===== config.mk =====
export PLATFORM = sky130hd
export DESIGN_NAME = btc_job_master
export DESIGN_NICKNAME = d
export VERILOG_FILES = /design/src/rtl/btc_job_master.sv
export SDC_FILE = /design/constraint.sdc
export NUM_CORES = 1
export LEC_CHECK = 0
export CAP_MARGIN = 10
export CORE_MARGIN = 2
export CORE_UTILIZATION = 35
export DETAILED_ROUTE_END_ITERATION = 16
export PLACE_DENSITY = 0.69
export SYNTH_ARGS = -nofsm -noshare
export SYNTH_HDL_FRONTEND = slang
export SYNTH_SLANG_ARGS = --single-unit

===== constraint.sdc =====
create_clock -name clk -period 3.4 [get_ports clk]
set_input_delay 0.68 -clock clk [delete_from_list [all_inputs] [get_ports clk]]
set_output_delay 0.68 -clock clk [all_outputs]
set_load 0.02 [all_outputs]

===== src/rtl/btc_job_master.sv =====
// btc_job_master
//   Wishbone master that feeds a 20-word block header into the hasher core,
//   writes CONFIG, kicks START, polls STATUS until done, then reads NONCE and
//   presents the outcome on a valid/ready result port.
//
//   Optional feature (macro BTC_JOB_MASTER_TIMEOUT_EN): abort a transfer that
//   has been outstanding TIMEOUT_CYCLES cycles, exactly as if wbErr was seen.
//   With the macro undefined, transfers wait for wbAck/wbErr forever.
//
// Ports
//   clk, wbRst            single rising-edge clock, synchronous active-high reset
//   wbAddr/Sel/We/WData   registered Wishbone request (Sel = 4'hF while in a cycle)
//   wbCycle, wbStrobe     registered, always equal
//   wbRData, wbAck, wbErr slave response (wbErr wins over wbAck)
//   jobWord, jobValid     header word stream; jobReady pulses with the write's wbAck
//   cfgUseNonceIn,
//   cfgOneshot            CONFIG bits 0/1, sampled when the CONFIG write launches
//   resValid, resReady    result handshake
//   resNonce, resFound,
//   resErr                result payload, stable while resValid is high

module btc_job_master #(
  parameter int POLL_GAP       = 16,
  parameter int TIMEOUT_CYCLES = 255
) (
  input  logic        clk,
  input  logic        wbRst,
  output logic [7:0]  wbAddr,
  output logic [3:0]  wbSel,
  output logic        wbWe,
  output logic [31:0] wbWData,
  output logic        wbCycle,
  output logic        wbStrobe,
  input  logic [31:0] wbRData,
  input  logic        wbAck,
  input  logic        wbErr,
  input  logic [31:0] jobWord,
  input  logic        jobValid,
  output logic        jobReady,
  input  logic        cfgUseNonceIn,
  input  logic        cfgOneshot,
  output logic        resValid,
  input  logic        resReady,
  output logic [31:0] resNonce,
  output logic        resFound,
  output logic        resErr
);

  localparam logic [2:0] S_LOAD   = 3'd0;
  localparam logic [2:0] S_CFG    = 3'd1;
  localparam logic [2:0] S_START  = 3'd2;
  localparam logic [2:0] S_GAP    = 3'd3;
  localparam logic [2:0] S_POLL   = 3'd4;
  localparam logic [2:0] S_NONCE  = 3'd5;
  localparam logic [2:0] S_RESULT = 3'd6;

  localparam logic [7:0] A_CONFIG = 8'h00;
  localparam logic [7:0] A_HDR0   = 8'h04;
  localparam logic [7:0] A_NONCE  = 8'h50;
  localparam logic [7:0] A_STATUS = 8'h54;

  // A zero gap still idles one cycle so the poll loop never degenerates.
  localparam int              GAP_N    = (POLL_GAP < 1) ? 1 : POLL_GAP;
  localparam int              GW       = $clog2(GAP_N + 1);
  localparam logic [GW-1:0]   GAP_LOAD = GW'(GAP_N - 1);

  logic [2:0]    r_state;
  logic [4:0]    r_k;
  logic [GW-1:0] r_gap;
  logic          r_cyc;
  logic [7:0]    r_addr;
  logic [3:0]    r_sel;
  logic          r_we;
  logic [31:0]   r_wdata;
  logic          r_resValid;
  logic [31:0]   r_resNonce;
  logic          r_resFound;
  logic          r_resErr;

  logic          w_timeout;
  logic          w_fail;
  logic          w_done;
  logic          w_launch;
  logic [7:0]    w_laddr;
  logic          w_lwe;
  logic [31:0]   w_ldata;

`ifdef BTC_JOB_MASTER_TIMEOUT_EN
  localparam int            TO_N    = (TIMEOUT_CYCLES < 1) ? 1 : TIMEOUT_CYCLES;
  localparam int            TW      = $clog2(TO_N + 1);
  localparam logic [TW-1:0] TO_LAST = TW'(TO_N - 1);

  logic [TW-1:0] r_to;

  // Counts completed cycles of the outstanding transfer; cleared at launch.
  always_ff @(posedge clk) begin
    if (wbRst) begin
      r_to <= '0;
    end else if (w_launch) begin
      r_to <= '0;
    end else if (r_cyc && (r_to != TO_LAST)) begin
      r_to <= r_to + 1'b1;
    end
  end

  assign w_timeout = r_cyc && (r_to == TO_LAST);
`else
  assign w_timeout = 1'b0;
`endif

  // Error (or timeout) takes precedence over a simultaneous ack.
  assign w_fail = r_cyc && (wbErr || w_timeout);
  assign w_done = r_cyc && wbAck && !w_fail;

  // Next request; only issued while the bus is idle, which guarantees the
  // mandatory idle cycle after every termination.
  always_comb begin
    w_launch = 1'b0;
    w_laddr  = '0;
    w_lwe    = 1'b0;
    w_ldata  = '0;
    if (!r_cyc) begin
      case (r_state)
        S_LOAD: begin
          w_launch = jobValid;
          w_laddr  = A_HDR0 + {1'b0, r_k, 2'b00};
          w_lwe    = 1'b1;
          w_ldata  = jobWord;
        end
        S_CFG: begin
          w_launch = 1'b1;
          w_laddr  = A_CONFIG;
          w_lwe    = 1'b1;
          w_ldata  = {30'd0, cfgOneshot, cfgUseNonceIn};
        end
        S_START: begin
          w_launch = 1'b1;
          w_laddr  = A_STATUS;
          w_lwe    = 1'b1;
        end
        S_POLL: begin
          w_launch = 1'b1;
          w_laddr  = A_STATUS;
        end
        S_NONCE: begin
          w_launch = 1'b1;
          w_laddr  = A_NONCE;
        end
        default: begin
          w_launch = 1'b0;
        end
      endcase
    end
  end

  always_ff @(posedge clk) begin
    if (wbRst) begin
      r_state    <= S_LOAD;
      r_k        <= '0;
      r_gap      <= '0;
      r_cyc      <= 1'b0;
      r_addr     <= '0;
      r_sel      <= '0;
      r_we       <= 1'b0;
      r_wdata    <= '0;
      r_resValid <= 1'b0;
      r_resNonce <= '0;
      r_resFound <= 1'b0;
      r_resErr   <= 1'b0;
    end else begin
      // Bus request registers: launch and termination are mutually exclusive
      // because one needs the bus idle and the other needs it busy.
      if (w_launch) begin
        r_cyc   <= 1'b1;
        r_addr  <= w_laddr;
        r_sel   <= 4'hF;
        r_we    <= w_lwe;
        r_wdata <= w_ldata;
      end else if (w_fail || w_done) begin
        r_cyc <= 1'b0;
        r_sel <= '0;
        r_we  <= 1'b0;
      end

      if (w_fail) begin
        r_resErr   <= 1'b1;
        r_resNonce <= '0;
        r_resFound <= 1'b0;
        r_resValid <= 1'b1;
        r_state    <= S_RESULT;
      end else begin
        case (r_state)
          S_LOAD: begin
            if (w_done) begin
              if (r_k == 5'd19) begin
                r_state <= S_CFG;
              end else begin
                r_k <= r_k + 1'b1;
              end
            end
          end
          S_CFG: begin
            if (w_done) r_state <= S_START;
          end
          S_START: begin
            if (w_done) begin
              r_gap   <= GAP_LOAD;
              r_state <= S_GAP;
            end
          end
          S_GAP: begin
            if (r_gap == '0) begin
              r_state <= S_POLL;
            end else begin
              r_gap <= r_gap - 1'b1;
            end
          end
          S_POLL: begin
            if (w_done) begin
              if (wbRData[0]) begin
                r_resFound <= wbRData[1];
                r_state    <= S_NONCE;
              end else begin
                r_gap   <= GAP_LOAD;
                r_state <= S_GAP;
              end
            end
          end
          S_NONCE: begin
            if (w_done) begin
              r_resNonce <= wbRData;
              r_resErr   <= 1'b0;
              r_resValid <= 1'b1;
              r_state    <= S_RESULT;
            end
          end
          S_RESULT: begin
            if (resReady) begin
              r_resValid <= 1'b0;
              r_resNonce <= '0;
              r_resFound <= 1'b0;
              r_resErr   <= 1'b0;
              r_k        <= '0;
              r_state    <= S_LOAD;
            end
          end
          default: begin
            r_state <= S_LOAD;
          end
        endcase
      end
    end
  end

  // Consumption is tied to the acknowledge itself, never to an error.
  assign jobReady = w_done && (r_state == S_LOAD) && !wbRst;

  assign wbAddr   = r_addr;
  assign wbSel    = r_sel;
  assign wbWe     = r_we;
  assign wbWData  = r_wdata;
  assign wbCycle  = r_cyc;
  assign wbStrobe = r_cyc;
  assign resValid = r_resValid;
  assign resNonce = r_resNonce;
  assign resFound = r_resFound;
  assign resErr   = r_resErr;

endmodule


Word-level counts from Yosys, hierarchy flattened
Cells that the tools add are included.
{"block": "word_totals", "ff_bits": 94, "inputBits": 72, "elab_cells": 117}
{"block": "classes", "n_addsub": 3, "reduce_logical": 27, "eq_ne": 27, "mux": 46, "bitwise_logic": 1}
{"cell": "$pmux 32 s2", "n": 2}
{"cell": "$mux 32", "n": 3}
{"cell": "$mux 5", "n": 7}
{"cell": "$mux 3", "n": 10}
{"cell": "$ne 2x2->1 const B", "n": 12}
{"cell": "$ne 3x3->1 const B", "n": 8}
{"cell": "$pmux 8 s3", "n": 1}
{"cell": "$pmux 3 s7", "n": 1}
{"cell": "$reduce_and 8->1", "n": 2}
{"cell": "$pmux 5 s3", "n": 1}
{"cell": "$mux 1", "n": 13}
{"cell": "$pmux 5 s2", "n": 1}
{"cell": "$eq 3x3->1 const B", "n": 3}
{"cell": "$add 3x7->8 const A", "n": 1}
{"cell": "$mux 4", "n": 2}
{"cell": "$mux 8", "n": 1}
{"cell": "$pmux 1 s2", "n": 4}
{"cell": "$reduce_bool 2->1", "n": 4}
{"cell": "$eq 3x2->1 const B", "n": 2}
{"cell": "$reduce_and 3->1", "n": 2}
{"cell": "$reduce_and 6->1", "n": 1}
{"cell": "$reduce_bool 3->1", "n": 2}
{"cell": "$add 5x1->5 const B", "n": 1}
{"cell": "$eq 5x5->1 const B", "n": 1}
{"cell": "other kinds (13)", "n": 19}

Logic depth before layout (Yosys ltp)
{"block": "depth", "ltp_word": 6, "depth_mapped": 7}

Worst setup path before layout
OpenSTA, ideal clock, no wires.
{"block": "synth_timing", "path_type": "in2out", "startpoint": "input wbRst", "endpoint": "output jobReady", "n_path_buf": 2, "t_required_ps": 2720, "arrival_ps": 1529, "path_slack_ps": 1191, "path_stages": 3, "path_cell_list": "clkbuf_1 > clkbuf_1 > nor3_1"}
{"block": "synth_via", "elab_chain_len": 2}
{"element": "start: declaration", "line_no": "27", "text": "input logic wbRst,"}
{"element": "$logic_not 1->1", "line_no": "256", "text": "assign jobReady = w_done && (r_state == S_LOAD) && !wbRst;"}
{"element": "$logic_and 1x1->1", "line_no": "256"}
{"element": "end: declaration", "line_no": "39", "text": "output logic jobReady,"}
No other way between the ends.

Final worst setup path
{"block": "layout_timing", "startpoint": "input wbAck", "endpoint": "output jobReady"}
{"block": "layout_via", "elab_chain_len": 4}
{"element": "start: declaration", "line_no": "35", "text": "input logic wbAck,"}
{"element": "$logic_and 1x1->1 (2 in a row)", "line_no": "113", "text": "assign w_done = r_cyc && wbAck && !w_fail;"}
{"element": "$logic_and 1x1->1 (2 in a row)", "line_no": "256"}
No other way between the ends.

==> flow_summary.ini <==
[routing]
wire_per_inst_um = 15.10
wirelength_um = 10610
final_antenna_net_count = 0
vias_per_cell = 5.222
first_pass_iters = 4
drc = 0
vias = 3671
drt_iter0_drc = 235

[synthesis]
ys_ff_latch = 88
synthCells = 430
synth_warnings = 0
synth_edf_count = 0
synthArstFlopShare_pct = 0
yosysUniqueCellTypes = 58
yosysSeqAreaShare_pct = 47.68
synth_area_sq_um = 3695
avgSynthCellArea_sq_um = 8.593
synth_flop_cell = dfxtp_1

[timing]
rsz0062_at_grt = no
hold_violations = 0
finalCritPeriodShare_pct = 85.13
holdWs_ns = 0.4536
fmax_ghz = 0.3455
worst_pin_slew_ns = 1.203
clock_skew_ns = 0.01075
fin_setup_tns_ns = 0
setup_viol = 0
maxSlewViolCount = 0
relSlewSlack_pct = 19.67
min_period_ns = 2.894

[critical_path]
critPathMaxStageDelay_ns = 0.63
path_cells = clkdlybuf4s50_1, nand3b_1, nor3_1, clkdlybuf4s50_1
cp-start-kind = input pin
critPathRequiredTime_ns = 2.72
crit_start = wbAck
worstPathArrival_ns = 2.21
crit_top_cell = clkdlybuf4s50_1
crit_type = input pin to output port
worst_path_max_delay_cell = clkdlybuf4s50_1
crit_path_max_fanout = 6
cp-end-kind = output port
rr_startpoint = r_state[1]

[final_layout]
final_util_pct = 53.08
mostFrequentLayoutCells = clkdlybuf4s50_1, dfxtp_1, a21oi_1, nand2_1, nor2_1
final_common_cell = clkdlybuf4s50_1
num_antenna_cells = 0
nNetsFinal = 636
nFillCells = 964
design_area_sq_um = 5455
final_layout_size_suffix_gt1_share_pct = 7.055
areaGrowthSynthToFinish_pct = 47.65

[clocking]
cts_tree = done
cts-resized-gates = 0
numCtsBuffers = 9
cts_buffer_depth = 2
insertion_delay_ns = 0.36
clkTransAtPathRegs_ns = 0.09
cts_sinks = 88
post_cts_buffers = 0
holdBufCountCts = 0
cts-root-buf = clkbuf_8
cts_max_level = 3

[global_route]
grt_pass1_wl_um = 17040
track_usage_pct = 18.29
grt_max_degree = 48
grt_pass1_vias = 3557
grt-ovfl-total = 0
antenna_found_initial = 0

[power_and_ir_drop]
ir_drop_v = 0.0002256
powerDensity_nw_per_um2 = 463.4
p_total_mw = 2.528
power.leakage_nw = 1.932

[die]
die_w_um = 106.7
rows = 37
start_util_pct = 35.95
die_area_sq_um = 11390
pin_count = 155
fp.coreArea_sq_um = 10280
die_h_um = 106.7

[worst_hold_path]
hold_class = flip-flop to flip-flop
min_from = wbWData[4]

[placed_design]
place_congestion = 0.8330
placed_cell_area_sq_um = 5254
port_buffers = 152
dp_hpwl_um = 7380

[run_status]
status = finished, final reports clean

[flow_run]
drv_cap = 0
==> cells by family after synthesis <==
family / synth area share [%]
adder cells (fa/ha/maj): 0.6772
flip-flops: 47.68
AO/OA/AOI/OAI: 22.05
AND/OR/NAND/NOR: 21.64
buffers and inverters: 6.773
multiplexers: 0.6095
other: 0.1015
XOR/XNOR: 0.4742
==> report_power, final <==
part / internal (mW) / switching, mW
Combinational: 0.287 / 0.356
Sequential: 1.10 / 0.0440
Clock: 0.346 / 0.397
Total: 1.73 / 0.798
==> sequential cells by signal (all words and copies together), names as in the netlist <==
| name | cells |
|---|---|
| wbSel | 1 |
| wbWData | 32 |
| resNonce | 32 |
| r_gap | 5 |
| resFound | 1 |
| resValid | 1 |
| resErr | 1 |
| wbWe | 1 |
| r_k | 5 |
| r_state | 3 |
| wbAddr | 6 |
==> cell type report <==
| cell class | instances | area [sq um] | area share (%) |
|---|---|---|---|
| Inverter | 10 | 37.54 | 0.6881 |
| Clock buffer | 9 | 123.9 | 2.271 |
| Clock inverter | 7 | 77.57 | 1.422 |
| Multi-Input combinational cell | 291 | 1693 | 31.03 |
| Timing Repair Buffer | 162 | 1592 | 29.17 |
| Sequential cell | 88 | 1762 | 32.29 |
| Tap cell | 136 | 170.2 | 3.119 |
==> worst paths after layout <==
| check | slack [ns] | depth (start not counted) | to |
|---|---|---|---|
| max | 0.51 | 4 | jobReady |
| min | 0.45 | 2 | wbWData[4] |
| max reg2reg | 1.01 | 5 | resNonce[15] |
| min reg2reg | 0.45 | 2 | wbWData[4] |
==> critical path, delay by kind of cell <==
kind	cells	cell delay, ns
buffers and inverters	2	1.19
AND/OR/NAND/NOR	2	0.35
==> layer usage <==
layer / track usage (%) / wire (um) / vias to the layer above
met5: 0 / 0 / -
met4: 6.679 / 143 / 0
met3: 6.383 / 1115 / 13
met2: 28.53 / 4598 / 160
met1: 23.39 / 4756 / 1701
li1: - / - / 1797
==> synth_stat cells (all sizes together), types with 3 or more instances <==
cell    instances  area, sq um
nor2           43        161.4
a21oi          48        240.2
inv            10        37.54
clkbuf         12        45.04
nand2          45        168.9
o21ai           5        28.78
nand3          42        210.2
a22oi          31        232.7
nand3b          3        22.52
nand2b          4        25.02
or3             3        18.77
dfxtp          88         1762
a211oi          6        50.05
a311oi          3        26.28
buf            30        167.7
a22o            3        26.28
nor3           10        66.32
==> stage by stage <==
step                setup slack [ns]  std cells
floorplan                      1.191        431
global route                  0.3861        703
CTS                           0.4809        703
finish                        0.5056        703
detailed placement            0.4813        687
global placement              0.5448        687
No activity file was read; power rests on OpenSTA's default activity.
